**src/rtl/sram_pkg.sv**
```systemverilog
`default_nettype none
// ============================================================================
//  Package  : sram_pkg
//  Purpose  : Shared constants for the SRAM initialisation mux: data and
//             write-enable widths, default fill word and the sequencer
//             state encoding.
//  Revision : 1.0 - initial release
// ============================================================================
package sram_pkg;

    localparam int SRAM_DW   = 32;
    localparam int SRAM_WENW = 4;

    localparam logic [SRAM_DW-1:0] SRAM_INIT_DEFAULT = 32'h0000_0000;

    // Sequencer state encoding
    localparam logic [1:0] ST_FILL   = 2'd0;
    localparam logic [1:0] ST_VERIFY = 2'd1;
    localparam logic [1:0] ST_VCHK   = 2'd2;
    localparam logic [1:0] ST_DONE   = 2'd3;

endpackage : sram_pkg
`default_nettype wire

```
**src/rtl/sram_init_mux.sv**
```systemverilog
`default_nettype none
// ============================================================================
//  Module   : sram_init_mux
//  Purpose  : Owns the single-port SRAM macro after reset (or on init_req),
//             fills every word with INIT_VALUE, optionally reads it all back
//             and checks it, then hands the macro to the AHB bridge as a
//             zero-latency combinational pass-through.
//  Config   : `SRAM_INIT_VERIFY_EN enables the read-back VERIFY/VCHK pass
//             and the sticky init_err flag; undefined gives FILL->DONE.
//  Revision : 1.0 - initial release
// ============================================================================
module sram_init_mux
    import sram_pkg::*;
#(
    parameter int                  AW         = 11,
    parameter logic [SRAM_DW-1:0]  INIT_VALUE = SRAM_INIT_DEFAULT
) (
    input  logic                  HCLK,
    input  logic                  HRESET,
    input  logic                  init_req,

    input  logic                  BR_CS,
    input  logic [SRAM_WENW-1:0]  BR_WEN,
    input  logic [AW-3:0]         BR_ADDR,
    input  logic [SRAM_DW-1:0]    BR_WDATA,
    output logic [SRAM_DW-1:0]    BR_RDATA,

    output logic                  SRAM_CS,
    output logic [SRAM_WENW-1:0]  SRAM_WEN,
    output logic [AW-3:0]         SRAM_ADDR,
    output logic [SRAM_DW-1:0]    SRAM_WDATA,
    input  logic [SRAM_DW-1:0]    SRAM_RDATA,

    output logic                  init_busy,
    output logic                  init_done,
    output logic                  acc_drop,
    output logic                  init_err
);

    localparam int              WAW         = AW - 2;
    localparam logic [WAW-1:0]  c_ADDR_LAST = '1;
    localparam logic [WAW-1:0]  c_ADDR_ONE  = {{(WAW-1){1'b0}}, 1'b1};

    logic [1:0]     state_q, state_d;
    logic [WAW-1:0] addr_q,  addr_d;
    logic           acc_drop_q;

    logic           w_done;
    logic           w_addr_last;
    logic           w_restart;

    assign w_done      = (state_q == ST_DONE);
    assign w_addr_last = (addr_q == c_ADDR_LAST);
    assign w_restart   = w_done && init_req;

    // State and address register; reset always restarts the fill at word 0
    always_ff @(posedge HCLK) begin
        if (HRESET) begin
            state_q <= ST_FILL;
            addr_q  <= '0;
        end else begin
            state_q <= state_d;
            addr_q  <= addr_d;
        end
    end

    // Next-state logic; the counter wraps to 0 on its own after the last word
    always_comb begin
        state_d = state_q;
        addr_d  = addr_q;
        case (state_q)
            ST_FILL: begin
                addr_d = addr_q + c_ADDR_ONE;
                if (w_addr_last) begin
`ifdef SRAM_INIT_VERIFY_EN
                    state_d = ST_VERIFY;
`else
                    state_d = ST_DONE;
`endif
                end
            end
`ifdef SRAM_INIT_VERIFY_EN
            ST_VERIFY: begin
                addr_d = addr_q + c_ADDR_ONE;
                if (w_addr_last) begin
                    state_d = ST_VCHK;
                end
            end
            ST_VCHK: begin
                state_d = ST_DONE;
            end
`endif
            ST_DONE: begin
                if (init_req) begin
                    state_d = ST_FILL;
                    addr_d  = '0;
                end
            end
            default: begin
                state_d = ST_FILL;
                addr_d  = '0;
            end
        endcase
    end

    // Output mux: sequencer drives the macro while busy, bridge owns it in DONE
    always_comb begin
        SRAM_CS    = 1'b0;
        SRAM_WEN   = '0;
        SRAM_ADDR  = addr_q;
        SRAM_WDATA = INIT_VALUE;
        init_busy  = 1'b1;
        init_done  = 1'b0;
        case (state_q)
            ST_FILL: begin
                SRAM_CS  = 1'b1;
                SRAM_WEN = '1;
            end
`ifdef SRAM_INIT_VERIFY_EN
            ST_VERIFY: begin
                SRAM_CS = 1'b1;
            end
`endif
            ST_DONE: begin
                SRAM_CS    = BR_CS;
                SRAM_WEN   = BR_WEN;
                SRAM_ADDR  = BR_ADDR;
                SRAM_WDATA = BR_WDATA;
                init_busy  = 1'b0;
                init_done  = 1'b1;
            end
            default: begin
                SRAM_CS = 1'b0;
            end
        endcase
    end

    assign BR_RDATA = SRAM_RDATA;

    // Sticky record of bridge accesses that arrived while the macro was busy
    always_ff @(posedge HCLK) begin
        if (HRESET) begin
            acc_drop_q <= 1'b0;
        end else if (w_restart) begin
            acc_drop_q <= 1'b0;
        end else if (!w_done && BR_CS) begin
            acc_drop_q <= 1'b1;
        end
    end

    assign acc_drop = acc_drop_q;

`ifdef SRAM_INIT_VERIFY_EN
    logic rd_pend_q;
    logic init_err_q;

    // Read-back check: data for the read issued last cycle is compared now
    always_ff @(posedge HCLK) begin
        if (HRESET) begin
            rd_pend_q  <= 1'b0;
            init_err_q <= 1'b0;
        end else begin
            rd_pend_q <= (state_q == ST_VERIFY);
            if (w_restart) begin
                init_err_q <= 1'b0;
            end else if (rd_pend_q && (SRAM_RDATA != INIT_VALUE)) begin
                init_err_q <= 1'b1;
            end
        end
    end

    assign init_err = init_err_q;
`else
    assign init_err = 1'b0;
`endif

endmodule : sram_init_mux
`default_nettype wire
```
**config.mk**
```make
export PLATFORM = sky130hd
export DESIGN_NAME = sram_init_mux
export DESIGN_NICKNAME = d
export VERILOG_FILES = /design/src/rtl/sram_pkg.sv /design/src/rtl/sram_init_mux.sv
export SDC_FILE = /design/constraint.sdc
export NUM_CORES = 1
export LEC_CHECK = 0
export BUFFER_PORTS_ARGS = -buffer_cell sky130_fd_sc_hd__clkbuf_2
export CAP_MARGIN = 0
export CORE_ASPECT_RATIO = 1.5
export CORE_MARGIN = 3
export CORE_UTILIZATION = 33
export CTS_CLUSTER_DIAMETER = 200
export CTS_CLUSTER_SIZE = 12
export DETAILED_ROUTE_END_ITERATION = 7
export GPL_ROUTABILITY_DRIVEN = 0
export GPL_TIMING_DRIVEN = 0
export PLACE_DENSITY = 0.95
export SLEW_MARGIN = 20
export SYNTH_ARGS = -nofsm -noshare
export SYNTH_HDL_FRONTEND = slang
export SYNTH_SLANG_ARGS = --single-unit
```
**constraint.sdc**
```tcl
create_clock -name HCLK -period 4.02 [get_ports HCLK]
set_clock_uncertainty 0.05 [all_clocks]
set_input_delay 0.402 -clock HCLK [delete_from_list [all_inputs] [get_ports HCLK]]
set_output_delay 0.402 -clock HCLK [all_outputs]
set_load 0.01 [all_outputs]
```
* Word level (Yosys, flattened, before mapping) *
Cells that the tools add are included.

word-level totals
  memories kept = 0
  ROM bits = 0
  word-level logic and storage cells = 25
  output and inout bits = 82
  latch bits = 0
  register bits = 12
  RAM bits = 0
  input bits = 81

operators by class
  bitwise gates (word level) = 0
  multiplexer cells = 11
  equal/unequal tests = 4
  shifts and indexed selects = 0
  $mul = 0
  divide/modulo/power cells = 0
  add/subtract/negate cells = 1
  magnitude comparators = 0
  reduce and logical (&&, ||, !) cells = 6

operators by type and width
  operator                                                       count
  32-bit 2-to-1 mux                                              1
  9-bit 2-to-1 mux                                               2
  9-bit case mux with 2 select lines                             1
  9-bit by 1-bit adder with 9-bit output, second input constant  1
  9-bit equality test, second input constant                     1
  4-bit case mux with 2 select lines                             1
  2-bit 2-to-1 mux                                               2
  2-bit inequality test, second input constant                   2
  2-bit case mux with 2 select lines                             1
  2-bit equality test, second input constant                     1
  1-bit logical AND                                              2
  2-bit zero test                                                1
  1-bit 2-to-1 mux                                               2
  1-bit case mux with 2 select lines                             1
  2-bit AND reduction                                            1
  2-bit OR reduction                                             1
  1-bit zero test                                                1

* Longest topological paths before layout *
Gate-level depths: netlist of run 1.

  depth after elaboration = 3
  depth in mapped cells = 6
  mapped depth without buffers = 6

* Worst setup path before layout of run 1 *
OpenSTA, ideal clock, no wires.

  kind = reg-to-output
  start point = register state_q[0]
  end point = output port SRAM_ADDR[0]
  arrival = 1.043 ns
  required time = 3.568 ns
  path buffers = 2
  slack = 2.525 ns
  cell stages (with the launch flop) = 4
  cell sequence = dfxtp_1 -> buf_4 -> buf_6 -> mux2_2

between the ends
  longest elaborated chain between the ends = 2

ends and longest elaborated chain
  item                    line                  RTL
  from (decl)             sram_init_mux.sv:44   logic [1:0] state_q, state_d;
  from (signal assigned)  sram_init_mux.sv:62   state_q <= state_d;
  2-bit equality test     sram_init_mux.sv:114  case (state_q)
  9-bit 2-to-1 mux        sram_init_mux.sv:114
  to (decl)               sram_init_mux.sv:30   output logic [AW-3:0] SRAM_ADDR,

Every way passes these cells.

* Worst setup path in the final report of run 1 *
Ends and elaborated chain as after synthesis.

==> results of run 1 <==
## kinds of logic (layout without fill, tap and decap cells)
kind of cell | Yosys count | in the layout | share of synthesized area
AO/OA/AOI/OAI | 15 | 15 | 0.0910
XOR/XNOR | 1 | 1 | 0.00759
adder cells (fa/ha/maj) | 2 | 2 | 0.0217
buffers and inverters | 43 | 176 | 0.265
flip-flops | 11 | 11 | 0.191
multiplexers | 9 | 9 | 0.0878
other | 1 | 1 | 0.00325
AND/OR/NAND/NOR | 62 | 62 | 0.333
## sequential cells by signal, summed over array words and instances (netlist names)
register,cells
state_q,1
acc_drop,1
addr_q,9
## synthesized netlist by cell type (all sizes together)
library cell	instances	share of area
a21oi	6	0.026
a2bb2oi	2	0.015
and2	32	0.17
buf	38	0.25
clkbuf	3	0.0098
conb	1	0.0032
dfxtp	11	0.19
ha	2	0.022
inv	2	0.0065
mux2	9	0.088
nand2	5	0.016
nand2b	6	0.033
nand3	4	0.017
nand3b	2	0.013
nand4	1	0.011
nand4b	2	0.028
nor2	6	0.020
nor2b	2	0.011
o2111ai	3	0.023
o21ai	1	0.0043
o41ai	3	0.023
or2	2	0.011
xor2	1	0.0076
## worst max path at each step
stage / slack (ns) / start / end
floorplan: 2.52 / state_q[0] / SRAM_ADDR[0]
global route: 2.01 / state_q[0] / SRAM_WDATA[13]
global placement: 2.39 / state_q[0] / SRAM_ADDR[4]
finish: 2.13 / state_q[0] / SRAM_ADDR[0]
detailed placement: 2.40 / state_q[0] / SRAM_ADDR[4]
CTS: 2.12 / state_q[0] / SRAM_ADDR[4]
## report_power, final
group | switching, mW | leakage (nW) | total (mW) | internal [mW]
sequential | 0.00398 | 0.0896 | 0.117 | 0.113
combinational | 0.0356 | 1.02 | 0.0930 | 0.0574
clock | 0.0384 | 0.0228 | 0.108 | 0.0693
## cell type report
cell class	instances	area (um^2)	area share
flip-flops and latches	11	220	0.116
inverters	2	7.51	0.00396
multi-input cells	90	628	0.331
repair buffers	129	646	0.341
plain buffers	41	299	0.158
clock buffers	4	45.0	0.0238
well taps	40	50.0	0.0264
## per-layer routing
layer | vias to the layer above | wire length (um) | global-route usage
li1 | 709 | - | -
met2 | 99 | 2180 | 0.343
met5 | - | 0 | 0
met1 | 600 | 1350 | 0.201
met3 | 2 | 557 | 0.0531
met4 | 0 | 10 | 0.0524
==> run summary, run 1 <==
The run finished with clean final reports. The final layout contains routed wiring with a total length of 4100 um. The number of gates given a new drive strength after cts is 0. Counting along the longest clock path gives a buffer depth of 2. The clock network latency to the later pin of the worst-skew pair is 0.23 ns. The shortest clock period the worst path allows after layout is 1.89 ns. The number of global-route vias before repair came to 1,407.

The placed cell count came out at 313. In the routed design, unresolved DRC markers number 0. The tightest hold margin came out at 0.348 ns. The worst hold path begins at HRESET.

Clock tree synthesis selected as its root buffer the cell sky130_fd_sc_hd__clkbuf_8. The final worst slack came out at 2.13 ns. The routed via count divided by cell count came out at 4.45. Grouping stages by cell kind, the critical path spends the most delay in buffers and inverters.

The clock transition at the registers of the reported paths is 0.05 ns. The remaining global-route overflow came out at 0. The overall power is 0.318 mW. The detailed-placement wirelength estimate came out at 3630 um. Measured on the finished design, the core utilization comes to 0.583. The total count of max-transition violations in the final report came out at 0. The count of placed standard cells in the final layout, fillers left out is 317.

For flop-to-flop paths, the worst setup slack is 2.60 ns. The path depth of the worst reg2reg path is 6. The area of placed instances is 0.00185 mm^2. The largest single stage delay on the critical path is 0.37 ns. The power density of the placed cells came out at 168 mW/mm^2.

The maximum fanout count along the critical path came out at 10. The number of hold buffers added after CTS was 0. The final antenna diode count came out at 0. Along the worst hold path, the cell count comes to 2. Setup repair after global routing left no endpoint under its margin. The floorplan step set the die height to 78.5 um.

The yosys synthesis warning count is 0. The signal on the critical path passes through buf_4 -> buf_6 -> mux2_2 -> clkbuf_2. Across all layers, the routed design uses 1,410 vias. The initial antenna violation count is 0.

The path with the worst hold slack has its endpoint at addr_q[5]. The worst hold path belongs to the class input port to flip-flop. The worst-case IR drop observed on VDD is 0.161 mV.

The area of the die is 0.00426 mm^2. The number of port buffers came out at 129. The post-synthesis sequential area ratio is 0.191.

The final hold violation count came out at 0. Based on the critical path, the design can be clocked at up to 0.530 GHz. The number of levels in the clock H-tree is 1.

The first routing iteration left 13 violations. The total number of nets in the final design came out at 361. The critical path runs through a total of 4 cells. The width of the die came out at 54.3 um. The post-CTS setup repair buffer count came out at 0. From synthesis to final layout, the design area changed by 64.1%. The library cell used most frequently in the layout, excluding fill and tap cells, is sky130_fd_sc_hd__clkbuf_2.

STA puts the critical path data required time at 3.57 ns. The cell count after synthesis came out at 144. The length of the first detailed-routing pass in iterations came out at 4. The leakage power of the design came out at 1.13 nW. The TritonCTS clock tree is built.

The number of unique standard cell types used by synthesis is 26. The wire length of the first global-routing pass came out at 6180 um. The number of ports placed on the die boundary came out at 163. The number of buffers and inverters on the critical path is 3. The number of clock buffers inserted by TritonCTS came out at 3.

The number of nets produced by synthesis came out at 227. The core region is 0.00325 mm^2. The area of the mapped netlist came out at 0.00115 mm^2.

For this design, the slowest cell found on the critical path is sky130_fd_sc_hd__dfxtp_1. The final worst-path cycle share came out at 0.469. In this run the critical register-to-register path is launched from addr_q[0]. The starting utilization of the core area is 0.355. STA puts the critical path data arrival time at 1.43 ns. STA classifies the critical path startpoint as a flip-flop. The final routed wire length divided by cell count is 12.9 um. Entering global routing, the biggest net connects 11 pins. The worst setup path is captured at a primary output. The floorplan has 25 rows.

Max-cap violations in this run came to 0. The library cells used most frequently in the layout, excluding fill and tap cells, are 129 x sky130_fd_sc_hd__clkbuf_2, 34 x sky130_fd_sc_hd__buf_4, 32 x sky130_fd_sc_hd__and2_1. Setup violations remaining at the end of the flow were counted as 0. Of the cells placed in the final design, the portion with a size suffix greater than 1 is 0.653. The start-to-end type of the worst setup path is flip-flop to primary output.

The capturing point of the worst reg2reg path is addr_q[8]. Once detail routing completed, the nets flagged for antenna violations numbered 0. Across every metal layer, demand over resource in global routing totals 0.189. The worst setup timing slack at the placement stage came out at 2.40 ns. The average instance in the mapped netlist occupies 8.02 um^2. After filler insertion, the fill cell instance count of the layout stands at 350.

The post-route standard cell area excluding fillers came out at 0.00190 mm^2. The number of register bits inferred by synthesis came out at 11. The clock net sink count is 11. Setup total negative slack on the finished layout was measured at 0 ns.
No activity file was read; power rests on OpenSTA's default activity.
==> run 2: changes to the inputs <==
--- a/config.mk
+++ b/config.mk
@@ -5,17 +5,18 @@
 export SDC_FILE = /design/constraint.sdc
 export NUM_CORES = 1
 export LEC_CHECK = 0
+export ABC_AREA = 1
 export BUFFER_PORTS_ARGS = -buffer_cell sky130_fd_sc_hd__clkbuf_2
 export CAP_MARGIN = 0
 export CORE_ASPECT_RATIO = 1.5
 export CORE_MARGIN = 3
-export CORE_UTILIZATION = 33
+export CORE_UTILIZATION = 31
 export CTS_CLUSTER_DIAMETER = 200
 export CTS_CLUSTER_SIZE = 12
 export DETAILED_ROUTE_END_ITERATION = 7
 export GPL_ROUTABILITY_DRIVEN = 0
 export GPL_TIMING_DRIVEN = 0
-export PLACE_DENSITY = 0.95
+export PLACE_DENSITY = 0.92
 export SLEW_MARGIN = 20
 export SYNTH_ARGS = -nofsm -noshare
 export SYNTH_HDL_FRONTEND = slang
==> constraint.sdc (replaced) <==
create_clock -name HCLK -period 1.9 [get_ports HCLK]
set_clock_uncertainty 0.05 [all_clocks]
set_input_delay 0.19 -clock HCLK [delete_from_list [all_inputs] [get_ports HCLK]]
set_output_delay 0.19 -clock HCLK [all_outputs]
set_load 0.01 [all_outputs]
==> run 2 against run 1 <==
  * Routed wire length up 20%
  * Global-route usage up 2.0 points
  * First-iteration DRC count rose to 7.9 times the previous value
  * Combinational power up 110%
  * Worst setup slack worse by 1.9 ns
  * Non-clock buffer count down 2
  * Highest routed layer unchanged
==> run summary, run 2 <==
The initial detailed-routing violation count was 103 (+90). The power density of the placed cells is 358 mW/mm^2 (+110%). The maximum fanout count along the critical path came out at 10 (unchanged). The clock network latency to the later pin of the worst-skew pair is 0.25 ns (+0.02 ns). The count of antenna-violating nets left after detailed routing is 0 (unchanged).

The data arrival at the endpoint of the critical path was 1.43 ns (about the same). The layout overhead on the synthesized area is 63.6%. The post-CTS setup repair buffer count is 0 (unchanged). The flip-flop count of the largest register, all copies and words added came out at 9 (unchanged). The final routed wire length divided by cell count is 12.9 um (-0.29%). In this run the most used layer during global routing was met2. The overall power came out at 0.685 mW (+120%). Setup repair after global routing left no endpoint under its margin. The post-route DRC violation count came out at 0 (unchanged). The number of nets produced by synthesis was 290 (+28%). The remaining global-route overflow was 0 (unchanged). The number of unique standard cell types used by synthesis is 19 (-27%). The capturing element type of the critical path is a primary output. The worst hold-check path type is input port to flip-flop.

The number of cells produced by synthesis came to 207 (+44%). The initial antenna violation count is 0 (unchanged). Yosys instantiated no cell more often than sky130_fd_sc_hd__nand2_1. STA classifies the critical path startpoint as a flip-flop. The total count of max-transition violations in the final report is 0 (unchanged).

The sum of negative setup slack came out at 0 ns (unchanged). The starting utilization of the core area is 0.333 (-0.0217). The routed wire length was 4930 um (+20%). The count of endpoints failing setup in the final report is 0 (unchanged). The wire length of the first global-routing pass came out at 7420 um (+20%). The number of ports placed on the die boundary is 163 (unchanged). The critical path is of the flip-flop to primary output type.

The required time of the critical path is 1.66 ns (-1.91 ns). In the post-synthesis netlist, the biggest area contributors are sky130_fd_sc_hd__buf_4 24%, sky130_fd_sc_hd__nand2_1 22%, sky130_fd_sc_hd__dfxtp_1 19%. The number of port buffers is 129 (unchanged). The number of global-route vias before repair is 1,521 (+8.1%). The width of the die is 56.2 um (+3.5%). The final hold violation count was 0 (unchanged). The count of placed standard cells in the final layout, fillers left out is 382 (+21%). The total area of multi-input combinational cells came out at 503 um^2 (-20%). The clock transition at the registers of the reported paths is 0.05 ns (about the same).

The most used flip-flop cell after synthesis is sky130_fd_sc_hd__dfxtp_1. The number of register bits inferred by synthesis came to 11 (unchanged). The ratio of cells with drive above 1 in the final layout is 0.526 (-0.127). Counting flops per register, the top entry is addr_q. The fraction of registers with async set/reset is 0 (unchanged).

The largest net degree at the start of global routing came to 11 (unchanged). The number of enable-type register cells in the synthesized netlist came out at 0 (unchanged). The max-cap check violation count came to 0 (unchanged). The worst setup timing slack at the placement stage came out at 0.396 ns (-2.00 ns). The area of the mapped netlist is 0.00117 mm^2 (+1.4%). The post-synthesis sequential area ratio came out at 0.188 (-0.00265). The placed cell count came out at 378 (+21%). The area of the die came out at 0.00457 mm^2 (+7.2%). The row count came to 26 (+4.0%).

sky130_fd_sc_hd__buf_4 takes more of the synthesized area than any other cell. The area share of the leading cell type in the synthesized netlist is 0.244 (+0.0226). The routed via count is 1,666 (+18%).

The number of clock buffers inserted by TritonCTS came out at 3 (unchanged). The clock tree buffer depth is 2 (unchanged). The worst-case vdd ir drop came out at 0.248 mV (+54%). TritonCTS built the clock tree. The global-route track usage on met3 came out at 0.0556 (+0.00251). The tree is rooted in a sky130_fd_sc_hd__clkbuf_8. The met1 capacity usage during global routing is 0.243 (+0.0420). The total routing usage reported by global routing is 0.209 (+0.0201). The number of gates given a new drive strength after cts came out at 0 (unchanged). For this run, the top clock speed supported by timing is 0.598 GHz. The length of the first detailed-routing pass in iterations is 4 (unchanged). Leaving out fill and tap cells, the most frequent cell in the layout is sky130_fd_sc_hd__clkbuf_2. The tightest hold margin is 0.126 ns (-0.222 ns). The number of hold-repair buffers added at the cts stage is 0 (unchanged).

The met2 track demand over resource came out at 0.371 (+0.0283). The library cells used most frequently in the layout, excluding fill and tap cells, are 129 x sky130_fd_sc_hd__clkbuf_2, 69 x sky130_fd_sc_hd__nand2_1, 41 x sky130_fd_sc_hd__inv_1. The area taken by flip-flops and latches came out at 220 um^2 (unchanged). The clock net sink count is 11 (unchanged). The number of levels in the clock H-tree is 1 (unchanged). The final antenna diode count is 0 (unchanged). The yosys synthesis warning count is 0 (unchanged).

Sorting the synthesized cells by how often they occur yields 69 x sky130_fd_sc_hd__nand2_1, 41 x sky130_fd_sc_hd__inv_1, 38 x sky130_fd_sc_hd__buf_4. The shortest clock period the worst path allows after layout came out at 1.67 ns. The filler cell count came to 369 (+5.4%). The placeable core region was 0.00351 mm^2 (+8.0%).

The height of the die came to 81.3 um (+3.6%). The final worst-path cycle share came out at 0.879. The detailed-placement wirelength estimate is 4350 um (+20%). The run finished with clean final reports. The leakage power of the design came out at 1.38 nW (+22%). The final worst slack is 0.229 ns (-1.91 ns). The per-instance average area after synthesis came to 5.66 um^2 (-29%).

The routed via count divided by cell count came out at 4.36 (-1.9%). The total number of nets in the final design came to 424 (+17%).
## run 2: cell count changes in the layout (fill, tap and decap cells not counted), moves of 4 or more
cell and delta:
sky130_fd_sc_hd__mux2_2 -9, sky130_fd_sc_hd__nor2_1 +7, sky130_fd_sc_hd__or2_2 +4, sky130_fd_sc_hd__buf_4 +4, sky130_fd_sc_hd__nand2b_1 -6, sky130_fd_sc_hd__nand2_1 +64
sky130_fd_sc_hd__inv_1 +39, sky130_fd_sc_hd__and2_1 -32, sky130_fd_sc_hd__clkbuf_1 -4
## run 2: cell families after synthesis
logic type | after synthesis | share of synthesized area
AOI/OAI and AO/OA | 14 | 0.0620
other | 1 | 0.00320
and+or+nand+nor | 98 | 0.343
adders and majority gates | 2 | 0.0214
buffers and inverters | 81 | 0.382
DFF | 11 | 0.188
## run 2: where the power goes
part | switching [mW] | total (mW) | internal, mW
combinational | 0.0814 | 0.196 | 0.115
sequential | 0.00653 | 0.245 | 0.238
clock | 0.0993 | 0.244 | 0.145
## run 2: cell type report
class                           count  share of cell area
Buffer                             39               0.152
Clock buffer                        3              0.0216
Clock inverter                      1             0.00261
Inverter                           42              0.0823
Multi-Input combinational cell    115               0.263
Sequential cell                    11               0.115
Tap cell                           42              0.0274
Timing Repair Buffer              129               0.337
## run 2: layer usage
metal | wire [um] | part of all wire
met5 | 0 | 0
met4 | 91 | 0.018
met3 | 579 | 0.12
met2 | 2410 | 0.49
met1 | 1850 | 0.37
## run 2: worst max-delay path, cell delays in order (launching register included)
cell and delay (ns):
sky130_fd_sc_hd__dfxtp_1 0.46, sky130_fd_sc_hd__buf_4 0.22, sky130_fd_sc_hd__buf_4 0.19, sky130_fd_sc_hd__nand2_1 0.11, sky130_fd_sc_hd__inv_1 0.08, sky130_fd_sc_hd__clkbuf_2 0.13
## run 2: final timing paths
kind	start	endpoint	slack, ns	cells after the start
setup / recovery	state_q[0]	SRAM_WDATA[0]	0.23	5
hold / removal	HRESET	addr_q[8]	0.13	2
setup reg to reg	addr_q[3]	addr_q[8]	0.36	5
hold reg to reg	acc_drop	acc_drop	0.43	2
## run 2: stage by stage
| step | instance area, um^2 | utilization |
|---|---|---|
| finish | 1920 | 0.545 |
| global route | 1920 | 0.545 |
| CTS | 1920 | 0.545 |
| detailed placement | 1870 | 0.532 |
| global placement | 1870 | 0.532 |
| floorplan | 1170 | - |
==> run 3: changes to the inputs <==
--- a/config.mk
+++ b/config.mk
@@ -16,6 +16,7 @@
 export DETAILED_ROUTE_END_ITERATION = 7
 export GPL_ROUTABILITY_DRIVEN = 0
 export GPL_TIMING_DRIVEN = 0
+export MAX_ROUTING_LAYER = met4
 export PLACE_DENSITY = 0.92
 export SLEW_MARGIN = 20
 export SYNTH_ARGS = -nofsm -noshare
==> run 3 against run 2 <==
  * Routed wire length is 0.37% higher
  * Sequential power hardly changed
  * Critical endpoint unchanged
  * Clock-buffer cell count stayed put
  * Power is 0.32% higher
  * Final cell count stayed put
  * Combinational power hardly changed
  * Flip-flop and latch count stayed put
  * Critical path depth stayed put
  * Core utilization stayed put
  * Hold slack better by 0.0022 ns
  * Final area stayed put
  * Non-clock buffer count stayed put
==> run summary, run 3 (synthesis results as in run 2) <==
The starting utilization of the core area came to 0.333 (unchanged). The largest individual stage delay along the critical path comes from the cell sky130_fd_sc_hd__dfxtp_1. The final antenna diode count is 0 (unchanged). The count of endpoints failing setup in the final report is 0 (unchanged).

The maximum fanout count along the critical path came out at 10 (unchanged). The fraction of power spent switching nets is 0.276 (+0.00214). The most common library cell in the layout ignoring fill and taps is sky130_fd_sc_hd__clkbuf_2. The share of the core filled with cells in the final layout is 0.545 (unchanged). The number of levels in the clock H-tree came to 1 (unchanged). The power density of the placed cells came out at 359 mW/mm^2 (+0.32%).

The required time of the critical path was 1.66 ns (about the same). The routed via count came to 1,662 (-0.24%). The total routing usage reported by global routing is 0.215 (+0.00593). The largest net degree at the start of global routing is 11 (unchanged). The number of global-route vias before repair came to 1,521 (unchanged). The clock tree buffer depth was 2 (unchanged). The worst hold path terminates at addr_q[8]. The layout overhead on the synthesized area came to 63.6% (unchanged). The remaining global-route overflow came to 0 (unchanged).

The total count of max-transition violations in the final report came out at 0 (unchanged). The wire length of the first global-routing pass came to 7420 um (unchanged). The number of ports placed on the die boundary is 163 (unchanged). The final routed wire length divided by cell count came to 12.9 um (+0.37%).

The row count is 26 (unchanged). The shortest clock period the worst path allows after layout is 1.67 ns (+0.00311 ns). In this design, the critical path's most frequently occurring cell is sky130_fd_sc_hd__buf_4. The path class of the tightest hold or removal check is input port to flip-flop. The number of clock buffers inserted by TritonCTS is 3 (unchanged). The number of cells traversed by the worst hold path was 2 (unchanged). The height of the die came out at 81.3 um (unchanged). The kind of cell adding the most delay to the critical path is buffers and inverters. The flow ran to the end, and the final reports show no timing, DRC or antenna violations. The post-CTS setup repair buffer count was 0 (unchanged). The leakage power of the design came out at 1.38 nW (unchanged). The filler cell count is 369 (unchanged). The ratio of cells with drive above 1 in the final layout came out at 0.526 (unchanged). The flip-flop count of the largest register, all copies and words added is 9 (unchanged). The source of the worst hold timing path is HRESET.

The length of the first detailed-routing pass in iterations was 5 (+1). Setup repair after global routing left no endpoint under its margin. The clock net sink count came out at 11 (unchanged). The data arrival at the endpoint of the critical path came out at 1.43 ns (about the same). TritonCTS built the clock tree. The number of port buffers is 129 (unchanged).

The width of the die came out at 56.2 um (unchanged). The internal cell power was 0.498 mW (about the same). The signal on the critical path passes through buf_4 -> buf_4 -> nand2_1 -> inv_1 -> clkbuf_2. The final worst-path cycle share is 0.881 (+0.00164). In this run the clock root is driven by a sky130_fd_sc_hd__clkbuf_8. The count of antenna-violating nets left after detailed routing came to 0 (unchanged). The maximum cell stage delay along the critical path is 0.47 ns (about the same). The critical path is of the flip-flop to primary output type. The register-to-register setup slack is 0.37 ns (about the same). The routed wire length came to 4940 um (+0.37%). The number of buffers and inverters on the critical path is 4 (unchanged).

The clock transition at the registers of the reported paths was 0.05 ns (about the same). The share of total power in the clock network is 0.358 (about the same). The total number of nets in the final design is 424 (unchanged).

The path depth of the worst reg2reg path is 5 (unchanged). The maximum clock rate was 0.597 GHz (-0.19%). The detailed-placement wirelength estimate is 4350 um (unchanged). STA classifies the critical path endpoint as a primary output. The max-cap check violation count came to 0 (unchanged).

The worst-case vdd ir drop is 0.247 mV (-0.37%). The post-route DRC violation count was 0 (unchanged). The startpoint identified for the worst register-to-register timing path is addr_q[3]. The number of hold-repair buffers added at the cts stage was 0 (unchanged).

The sum of negative setup slack is 0 ns (unchanged). The register with the most flip-flops is addr_q. The routed via count divided by cell count is 4.35 (-0.24%). The final hold violation count was 0 (unchanged).

The number of gates given a new drive strength after cts is 0 (unchanged). The net switching power is 0.189 mW (+1.1%). The initial antenna violation count is 0 (unchanged).

The combinational share of power is 0.286 (about the same). The clock network latency to the later pin of the worst-skew pair is 0.25 ns (about the same). The library cells used most frequently in the layout, excluding fill and tap cells, are 129 x sky130_fd_sc_hd__clkbuf_2, 69 x sky130_fd_sc_hd__nand2_1, 41 x sky130_fd_sc_hd__inv_1.

The sequential share of power is 0.356 (about the same). The area of the die is 0.00457 mm^2 (unchanged). The initial detailed-routing violation count came to 88 (-15%).

The startpoint kind of the worst setup timing path is a flip-flop. The endpoint identified for the worst register-to-register timing path is addr_q[8]. The placeable core region is 0.00351 mm^2 (unchanged).
run 3: cell counts in the layout (fill, tap and decap cells not counted):
Identical to the previous run, type by type.
run 3: final cells by class:
| cell class | count | area, um^2 | share of cell area |
|---|---|---|---|
| sequential | 11 | 220 | 0.115 |
| inverter | 42 | 158 | 0.0823 |
| clock buffer | 3 | 41.3 | 0.0216 |
| buffer | 39 | 290 | 0.152 |
| multi-input combinational | 115 | 503 | 0.263 |
| tap | 42 | 52.6 | 0.0274 |
| timing repair buffer | 129 | 646 | 0.337 |
| clock inverter | 1 | 5.00 | 0.00261 |
run 3: power groups by stage:
stage	logic, mW	registers (mW)	clock network [mW]
after floorplan	0.0968	0.249	0
after global placement	0.193	0.249	0
after detailed placement	0.195	0.249	0
after CTS	0.196	0.245	0.244
after global routing	0.213	0.245	0.261
final	0.196	0.245	0.246
run 3: worst max-delay path by stage:
stage / startpoint / depth (start not counted) / to / slack [ns]
2_1_floorplan: addr_q[1] / 6 / addr_q[8] / 0.61
3_3_place_gp: addr_q[3] / 5 / addr_q[8] / 0.40
3_5_place_dp: addr_q[3] / 5 / addr_q[8] / 0.40
4_1_cts: state_q[0] / 5 / SRAM_WDATA[0] / 0.22
5_1_grt: state_q[0] / 5 / SRAM_WDATA[0] / 0.15
6_report: state_q[0] / 5 / SRAM_WDATA[0] / 0.23
run 3: metrics by stage:
stage | area (um^2) | hold slack (ns) | power (mW) | cells | worst slack (ns)
2_1_floorplan | 1170 | 0.209 | 0.346 | 207 | 0.607
3_3_place_gp | 1870 | 0.378 | 0.441 | 378 | 0.399
3_5_place_dp | 1870 | 0.383 | 0.445 | 378 | 0.396
4_1_cts | 1920 | 0.126 | 0.684 | 382 | 0.220
5_1_grt | 1920 | 0.142 | 0.719 | 382 | 0.150
6_report | 1920 | 0.129 | 0.687 | 382 | 0.226
run 3: routing by layer:
metal	GRT usage	vias to the layer above	wire length [um]
met5	-	-	0
met3	0.0493	7	641
met1	0.247	696	1810
met4	0.0665	0	75
met2	0.371	128	2420
li1	-	831	-
